$ cat src/rtl/cpu_pkg.sv
// cpu_pkg: shared fetch-stage state encoding, constants and the branch
// target helper used by both the RTL and anything that models it.
package cpu_pkg;

  typedef enum logic [1:0] {
    IDLE = 2'd0,
    REQ  = 2'd1,
    WAIT = 2'd2,
    HOLD = 2'd3
  } fetch_state_t;

  // MOV r0,r0 - harmless filler presented while the output is not valid
  localparam logic [31:0] NOP_WORD = 32'hE1A0_0000;

  // ALU codes of the two branch flavours resolved in execute
  localparam logic [5:0] ALU_B  = 6'd31;
  localparam logic [5:0] ALU_BL = 6'd32;

  // Branch target: pipeline PC (instruction address + 8) plus the signed
  // 24-bit word offset scaled to bytes; wraps modulo 2^32.
  function automatic logic [31:0] branch_target(input logic [31:0] pc,
                                                input logic [23:0] imm24);
    return pc + 32'd8 + {{6{imm24[23]}}, imm24, 2'b00};
  endfunction

endpackage

$ cat src/rtl/branch_target_calc.sv
// branch_target_calc: combinational sign-extend / shift / add producing the
// redirect address from the branch instruction's own address.
module branch_target_calc (
  input  logic [31:0] pc,
  input  logic [23:0] imm24,
  output logic [31:0] target
);
  import cpu_pkg::*;

  assign target = branch_target(pc, imm24);

endmodule

$ cat src/rtl/instruction_fetch.sv
// instruction_fetch: owns the PC, reads instruction memory over a req/ack
// handshake and drives the decoder's instruction register. Branch redirects
// arrive one stage later and squash any wrong-path word still in flight.
// Optional build macro INSTRUCTION_FETCH_PREFETCH_EN lets the fetch continue
// while the output is stalled, parking the word in the HOLD buffer so it is
// presented on the very edge the stall releases.
module instruction_fetch #(
  parameter logic [31:0] RESET_PC = 32'h0000_0000,
  parameter logic [31:0] NOP_WORD = 32'hE1A0_0000
) (
  input  logic        clk,
  input  logic        reset,
  input  logic        stall,
  input  logic        br_taken,
  input  logic        br_link,
  input  logic [23:0] br_address,
  output logic        imem_req,
  output logic [31:0] imem_addr,
  input  logic        imem_ack,
  input  logic [31:0] imem_rdata,
  output logic [31:0] instruction_set,
  output logic        instr_valid,
  output logic [31:0] instr_pc,
  output logic        link_wr,
  output logic [31:0] link_data
);
  import cpu_pkg::*;

  fetch_state_t state_reg, state_next;
  logic [31:0]  pc_reg, pc_next;
  logic [31:0]  addr_reg, addr_next;
  logic         squash_reg, squash_next;
  logic [31:0]  hold_word_reg, hold_word_next;
  logic [31:0]  instr_reg, instr_next;
  logic         valid_reg, valid_next;
  logic [31:0]  instr_pc_reg, instr_pc_next;
  logic         link_wr_reg, link_wr_next;
  logic [31:0]  link_data_reg, link_data_next;
  logic [31:0]  target;
  logic         redirect;

  branch_target_calc u_target (
    .pc     (instr_pc_reg),
    .imm24  (br_address),
    .target (target)
  );

  // A branch seen during a stall is dropped; upstream repeats it afterwards
  assign redirect = br_taken & ~stall;

  // The address of an outstanding read stays frozen even if a redirect
  // moves the PC underneath it
  assign imem_addr       = (state_reg == WAIT) ? addr_reg : pc_reg;
  assign instruction_set = instr_reg;
  assign instr_valid     = valid_reg;
  assign instr_pc        = instr_pc_reg;
  assign link_wr         = link_wr_reg;
  assign link_data       = link_data_reg;

  // Next-state, request and output-register update logic
  always_comb begin
    state_next     = state_reg;
    pc_next        = pc_reg;
    addr_next      = addr_reg;
    squash_next    = squash_reg;
    hold_word_next = hold_word_reg;
    instr_next     = instr_reg;
    valid_next     = valid_reg;
    instr_pc_next  = instr_pc_reg;
    link_wr_next   = 1'b0;
    link_data_next = link_data_reg;
    imem_req       = 1'b0;

    case (state_reg)
      IDLE: state_next = REQ;
      REQ: begin
`ifdef INSTRUCTION_FETCH_PREFETCH_EN
        imem_req = 1'b1;
`else
        imem_req = ~(stall & valid_reg);
`endif
        addr_next = pc_reg;
        if (imem_req) state_next = WAIT;
      end
      WAIT: begin
        imem_req = 1'b1;
        if (imem_ack) begin
          if (squash_reg) begin
            squash_next = 1'b0;
            state_next  = REQ;
          end else if (stall) begin
            hold_word_next = imem_rdata;
            state_next     = HOLD;
          end else begin
            instr_next    = imem_rdata;
            valid_next    = 1'b1;
            instr_pc_next = pc_reg;
            pc_next       = pc_reg + 32'd4;
            state_next    = REQ;
          end
        end
      end
      HOLD: begin
        if (!stall) begin
          instr_next    = hold_word_reg;
          valid_next    = 1'b1;
          instr_pc_next = pc_reg;
          pc_next       = pc_reg + 32'd4;
          state_next    = REQ;
        end
      end
      default: state_next = IDLE;
    endcase

    // Redirect overrides everything above, including a same-cycle ack
    if (redirect) begin
      pc_next    = target;
      valid_next = 1'b0;
      instr_next = NOP_WORD;
      if (state_reg == WAIT && !imem_ack) begin
        squash_next = 1'b1;
        state_next  = WAIT;
      end else begin
        squash_next = 1'b0;
        state_next  = REQ;
      end
      if (br_link) begin
        link_wr_next   = 1'b1;
        link_data_next = instr_pc_reg + 32'd4;
      end
    end
  end

  // State and output registers with asynchronous clear
  always_ff @(posedge clk or posedge reset) begin
    if (reset) begin
      state_reg     <= IDLE;
      pc_reg        <= RESET_PC;
      addr_reg      <= RESET_PC;
      squash_reg    <= 1'b0;
      hold_word_reg <= NOP_WORD;
      instr_reg     <= NOP_WORD;
      valid_reg     <= 1'b0;
      instr_pc_reg  <= 32'd0;
      link_wr_reg   <= 1'b0;
      link_data_reg <= 32'd0;
    end else begin
      state_reg     <= state_next;
      pc_reg        <= pc_next;
      addr_reg      <= addr_next;
      squash_reg    <= squash_next;
      hold_word_reg <= hold_word_next;
      instr_reg     <= instr_next;
      valid_reg     <= valid_next;
      instr_pc_reg  <= instr_pc_next;
      link_wr_reg   <= link_wr_next;
      link_data_reg <= link_data_next;
    end
  end

endmodule
$ cat config.mk
export PLATFORM = sky130hd
export DESIGN_NAME = instruction_fetch
export DESIGN_NICKNAME = d
export VERILOG_FILES = /design/src/rtl/cpu_pkg.sv /design/src/rtl/branch_target_calc.sv /design/src/rtl/instruction_fetch.sv
export SDC_FILE = /design/constraint.sdc
export NUM_CORES = 1
export LEC_CHECK = 0
export BUFFER_PORTS_ARGS = -buffer_cell sky130_fd_sc_hd__clkbuf_2
export CORE_UTILIZATION = 35
export DETAILED_ROUTE_END_ITERATION = 10
export PLACE_DENSITY_LB_ADDON = 0.25
export SETUP_SLACK_MARGIN = 0.1
export SYNTH_ARGS = -nofsm -noshare
export SYNTH_HDL_FRONTEND = slang
export SYNTH_SLANG_ARGS = --single-unit
$ cat constraint.sdc
create_clock -name clk -period 8.2 [get_ports clk]
set_clock_uncertainty 0.1 [all_clocks]
set_input_delay 0.82 -clock clk [delete_from_list [all_inputs] [get_ports clk]]
set_output_delay 0.82 -clock clk [all_outputs]
set_load 0.03 [all_outputs]
## Word level (Yosys, flattened, before mapping)

Index checks and enable logic that the tools add are counted.
W data, S select, Z words.

- Register bits: 197
- Input port bits: 62
- Logic and storage cells: 79
- Output and inout bits: 131

- Mux-type cells: 36
- Bitwise logic cells: 5
- Equality and inequality tests: 10
- $add $sub $neg: 4
- Reductions and logical operators: 14

Operators by type and width:

| operator | count |
|---|---|
| $mux W32 | 13 |
| $pmux W32 S2 | 3 |
| $add A32 B3 Y32 const B | 2 |
| $add A32 B32 Y32 | 1 |
| $add A32 B4 Y32 const B | 1 |
| $ne A3 B3 Y1 const B | 5 |
| $mux W2 | 7 |
| $mux W1 | 10 |
| $reduce_and A3 Y1 | 3 |
| $pmux W2 S4 | 1 |
| $reduce_bool A2 Y1 | 3 |
| $reduce_and A5 Y1 | 1 |
| $eq A2 B2 Y1 const B | 2 |
| $ne A2 B2 Y1 const B | 2 |
| $pmux W1 S2 | 2 |
| $reduce_and A2 Y1 | 2 |
| $reduce_and A4 Y1 | 1 |
| $not A1 Y1 | 3 |
| $reduce_bool A3 Y1 | 1 |
| $and A1 B1 Y1 | 2 |
| $eq A2 B1 Y1 const B | 1 |
| $logic_not A2 Y1 | 1 |
| $logic_and A1 B1 Y1 | 1 |
| $logic_not A1 Y1 | 1 |

## Logic depth before layout (Yosys ltp)

- Depth after elaboration: 6
- Mapped depth: 11

## By module

A second synthesis with hierarchy kept.

- Cells, all modules: 1,101
- Area, all modules: 11,415.9 sq um

Modules (own cells, without submodules):

| module | cells each | area an instance (sq um) | times used | sequential area each (sq um) |
|---|---|---|---|---|
| instruction_fetch | 826 | 9,382.7 | 1 | 4,944.7 |
| branch_target_calc | 275 | 2,033.2 | 1 | 0.0 |

## Worst setup path after synthesis

Ideal clock, no wire load.

- Path type: input -> register
- Start point: input port br_address[1]
- End point: register pc_reg[31]
- Setup slack: 4,876 ps
- Data required time: 7,980 ps
- Path buffers: 0
- Stages: 11
- Arrival: 3,104 ps
- Cell sequence: inv_1 ha_1 inv_1 ha_1 fa_1 a211oi_1 or2_1 a211oi_4 o2111a_1 or3_1 a31o_1

- Word-level cells in the longest chain between the ends: 2

RTL lines:

| what | RTL line | source |
|---|---|---|
| from (decl) | instruction_fetch.sv:16 | `input logic [23:0] br_address,` |
| $add A32 B32 Y32 | cpu_pkg.sv:23 | `return pc + 32'd8 + {{6{imm24[23]}}, imm24, 2'b00};` |
| $mux W32 | instruction_fetch.sv:116 | `if (redirect) begin` |
| to (signal assigned) | instruction_fetch.sv:149 | `pc_reg <= pc_next;` |
| to (decl) | instruction_fetch.sv:30 | `logic [31:0] pc_reg, pc_next;` |

Every way passes these cells.
A chain may end at the register's enable or synchronous reset.

## Final worst setup path

- Start point: register state_reg[0]
- End point: register pc_reg[6]

- Word-level cells in the longest chain between the ends: 3
- Elaborated cells between the ends (all ways): 8
- Classes of those cells: eq/ne (4); mux (2); reduce/logical (2)

RTL lines:

| what | RTL line | source |
|---|---|---|
| from (decl) | instruction_fetch.sv:29 | `fetch_state_t state_reg, state_next;` |
| from (signal assigned) | instruction_fetch.sv:148 | `state_reg <= state_next;` |
| $eq A2 B2 Y1 | instruction_fetch.sv:74 | `case (state_reg)` |
| $ne A3 B3 Y1 (no line) (tied with other cells) | -- |  |
| $reduce_and A3 Y1 (no line) or $mux W32 (tied branches) | -- |  |

Parallel ways exist; a longest one is shown, timed or not.

==> results.sh <==
export IMPL_synth_top_area_cell="sky130_fd_sc_hd__dfrtp_1"
export IMPL_h_tree_depth=4
export IMPL_tightestPinTransition_ns=1.12
export IMPL_timing_critical_path_required_ns=8.38
export IMPL_postRouteWirelength_um=31200
export IMPL_post_syn_area_per_cell_sq_um=10.1
export IMPL_run_status="completed"
export IMPL_syn2layout_area_growth_pct=16.5
export IMPL_report_final_hold_viol_count=0
export IMPL_grt_setup_unrepaired="no"
export IMPL_cts_root_buffer_cell="sky130_fd_sc_hd__clkbuf_16"
export IMPL_worst_hold_slack_ns=0.328
export IMPL_setup_tns_final_ns=0
export IMPL_synthesized_nets=1260
export IMPL_fin_ws_ns=4.34
export IMPL_grt_max_degree=79
export IMPL_route_detailed_vias_per_inst=5.14
export IMPL_clk_pin_slew_ns=0.08
export IMPL_timing_hold_worst_class="in2async"
export IMPL_critical_path_class="reg2reg"
export IMPL_floorplan_die_width_um=183
export IMPL_std_cell_rows=65
export IMPL_yosys_warnings=0
export IMPL_cts_resized=0
export IMPL_power_density_mw_per_mm2=429
export IMPL_synth_area_top_cells="sky130_fd_sc_hd__dfrtp_1 (40%), sky130_fd_sc_hd__mux2_2 (9.5%), sky130_fd_sc_hd__ha_1 (6.9%)"
export IMPL_worst_skew_pair_late_latency_ns=0.44
export IMPL_timing_critical_path_from_type="flop"
export IMPL_route_antenna_remaining_nets=0
export IMPL_pre_cts_ws_ns=4.32
export IMPL_drc_errors=0
export IMPL_max_fo_critical_path=65
export IMPL_period_needed_ns=3.86
export IMPL_routabilityCongestion=0.838
export IMPL_relSlewSlack=0.256
export IMPL_total_leakage_power_nw=6.11
export IMPL_netlist_area_leader_share=0.405
export IMPL_die_y_um=183
export IMPL_maxSlewViolCount=0
export IMPL_timing_rr_end="pc_reg[6]"
export IMPL_synth_cells=1134
export IMPL_numCtsBuffers=17
export IMPL_firstDrtPassIters=5
export IMPL_synth_seq_cells=197
export IMPL_clock_sink_count=197
export IMPL_die_area_sq_mm=0.0334
export IMPL_grt_antenna_before_repair=2
export IMPL_r2r_start="state_reg[0]"
export IMPL_edff_count_synth=0
export IMPL_finalCritPeriodShare=0.471
export IMPL_antenna_diode_count=0
export IMPL_synth_async_reset_ratio=1.00
export IMPL_library_cell_with_the_highest_instance_count_after_synthesis="sky130_fd_sc_hd__nand2_1"
export IMPL_crit_arrival_ns=4.04
export IMPL_cts_repair_timing_setup_buffer_count=0
export IMPL_dr_total_vias=8931
export IMPL_synthesis_area_sq_mm=0.0114
export IMPL_postCtsHoldBufs=0
export IMPL_global_route_total_usage_across_every_layer=0.190
export IMPL_drv_cap=0
export IMPL_drive_gt1_frac=0.291
export IMPL_ioPinCount=193
export IMPL_ys_dominant_reg_cell="sky130_fd_sc_hd__dfrtp_1"
export IMPL_rr_worst_depth=7
export IMPL_clock_path_buffers=2
export IMPL_port_buffer_count=192
export IMPL_synthDistinctLibCells=75
export IMPL_start_util=0.359
export IMPL_synth_seq_area_share=0.432
export IMPL_worstSetupEndpointType="flop"
export IMPL_setup_reg_to_reg_worst_slack_ns=4.34
export IMPL_vdd_drop_max_mv=0.187
export IMPL_detail_route_iter0_violations=470
export IMPL_dp_hpwl_um=22300
export IMPL_timing_fmax_mhz=259
export IMPL_overflow=0
export IMPL_tritoncts_clock_tree="built"
export IMPL_final_nets=1415
export IMPL_grt_pass1_vias=8643
export IMPL_core_area_sq_mm=0.0319
export IMPL_timing_final_setup_violations=0
export IMPL_grt_first_pass_wirelength_um=49400
export IMPL_drt_wirelength_per_cell_um=17.9
export IMPL_synth_commonest_cells="sky130_fd_sc_hd__nand2_1 (198), sky130_fd_sc_hd__dfrtp_1 (185), sky130_fd_sc_hd__mux2_2 (96), sky130_fd_sc_hd__nor2_1 (69), sky130_fd_sc_hd__ha_1 (63)"
[power breakdown]
group	switching, mW	leakage (nW)	internal [mW]	total (mW)
Combinational	1.85	3.40	1.11	2.96
Clock	0.425	0.293	0.436	0.861
Sequential	0.472	2.42	1.43	1.90
[cell type report]
class	instances	area, sq um
multi-input cells	854	6140
clock buffers	17	425
clock inverters	15	163
fillers	3170	18600
inverters	18	75.1
well taps	435	544
repair buffers	201	1030
flip-flops and latches	197	4940
[cell usage in the layout (no fill, tap or decap), types with 35 or more instances in the layout]
master,synthesis,routed
sky130_fd_sc_hd__clkbuf_2,0,192
sky130_fd_sc_hd__xor2_1,43,43
sky130_fd_sc_hd__ha_1,63,61
sky130_fd_sc_hd__dfrtp_1,185,185
sky130_fd_sc_hd__mux2_2,96,96
sky130_fd_sc_hd__mux2i_1,35,35
sky130_fd_sc_hd__a211oi_1,35,35
sky130_fd_sc_hd__nor2_1,69,68
sky130_fd_sc_hd__o21ai_0,56,56
sky130_fd_sc_hd__nand2_1,198,198
[cell families after synthesis]
kind of cell / Yosys count / synth area share
buffers and inverters: 83 / 0.0325
muxes: 131 / 0.125
AOI/OAI and AO/OA: 207 / 0.126
xor gates and xnor gates: 70 / 0.0536
DFF: 197 / 0.432
adders and majority gates: 64 / 0.0707
and+or+nand+nor: 382 / 0.160
[critical path, cell delays in order, from the launching register on]
cell,delay (ns)
sky130_fd_sc_hd__dfrtp_1,0.43
sky130_fd_sc_hd__ha_2,0.95
sky130_fd_sc_hd__nor3b_2,0.54
sky130_fd_sc_hd__or2_2,0.56
sky130_fd_sc_hd__buf_4,0.65
sky130_fd_sc_hd__nand4_1,0.19
sky130_fd_sc_hd__xor2_1,0.16
sky130_fd_sc_hd__o21ai_0,0.08
[routing by layer]
| metal | wire (um) | part of all wire | vias to the layer above | global-route usage |
|---|---|---|---|---|
| li1 | - | - | 4346 | - |
| met1 | 14800 | 0.47 | 4303 | 0.262 |
| met2 | 13700 | 0.44 | 245 | 0.291 |
| met3 | 2120 | 0.068 | 33 | 0.0538 |
| met4 | 500 | 0.016 | 4 | 0.0483 |
| met5 | 26 | 0.00083 | - | 0 |
[metrics by stage]
stage          std cells  cell area [sq um]  total power [mW]  utilization
2_1_floorplan       1134              11400              4.04            -
3_3_place_gp        1705              12700              4.84        0.399
3_5_place_dp        1705              12700              4.89        0.399
4_1_cts             1737              13300              5.77        0.418
5_1_grt             1737              13300              6.14        0.418
6_report            1737              13300              5.72        0.418
[worst max-delay path by stage]
stage                             from          end  depth (start not counted)
after floorplan                  reset  addr_reg[0]                          1
after global placement    state_reg[0]    pc_reg[6]                          7
after detailed placement  state_reg[0]    pc_reg[6]                          7
after CTS                 state_reg[0]    pc_reg[6]                          7
after global routing      state_reg[0]    pc_reg[5]                          7
final                     state_reg[0]    pc_reg[6]                          7
Power figures use the tool's default switching activity.
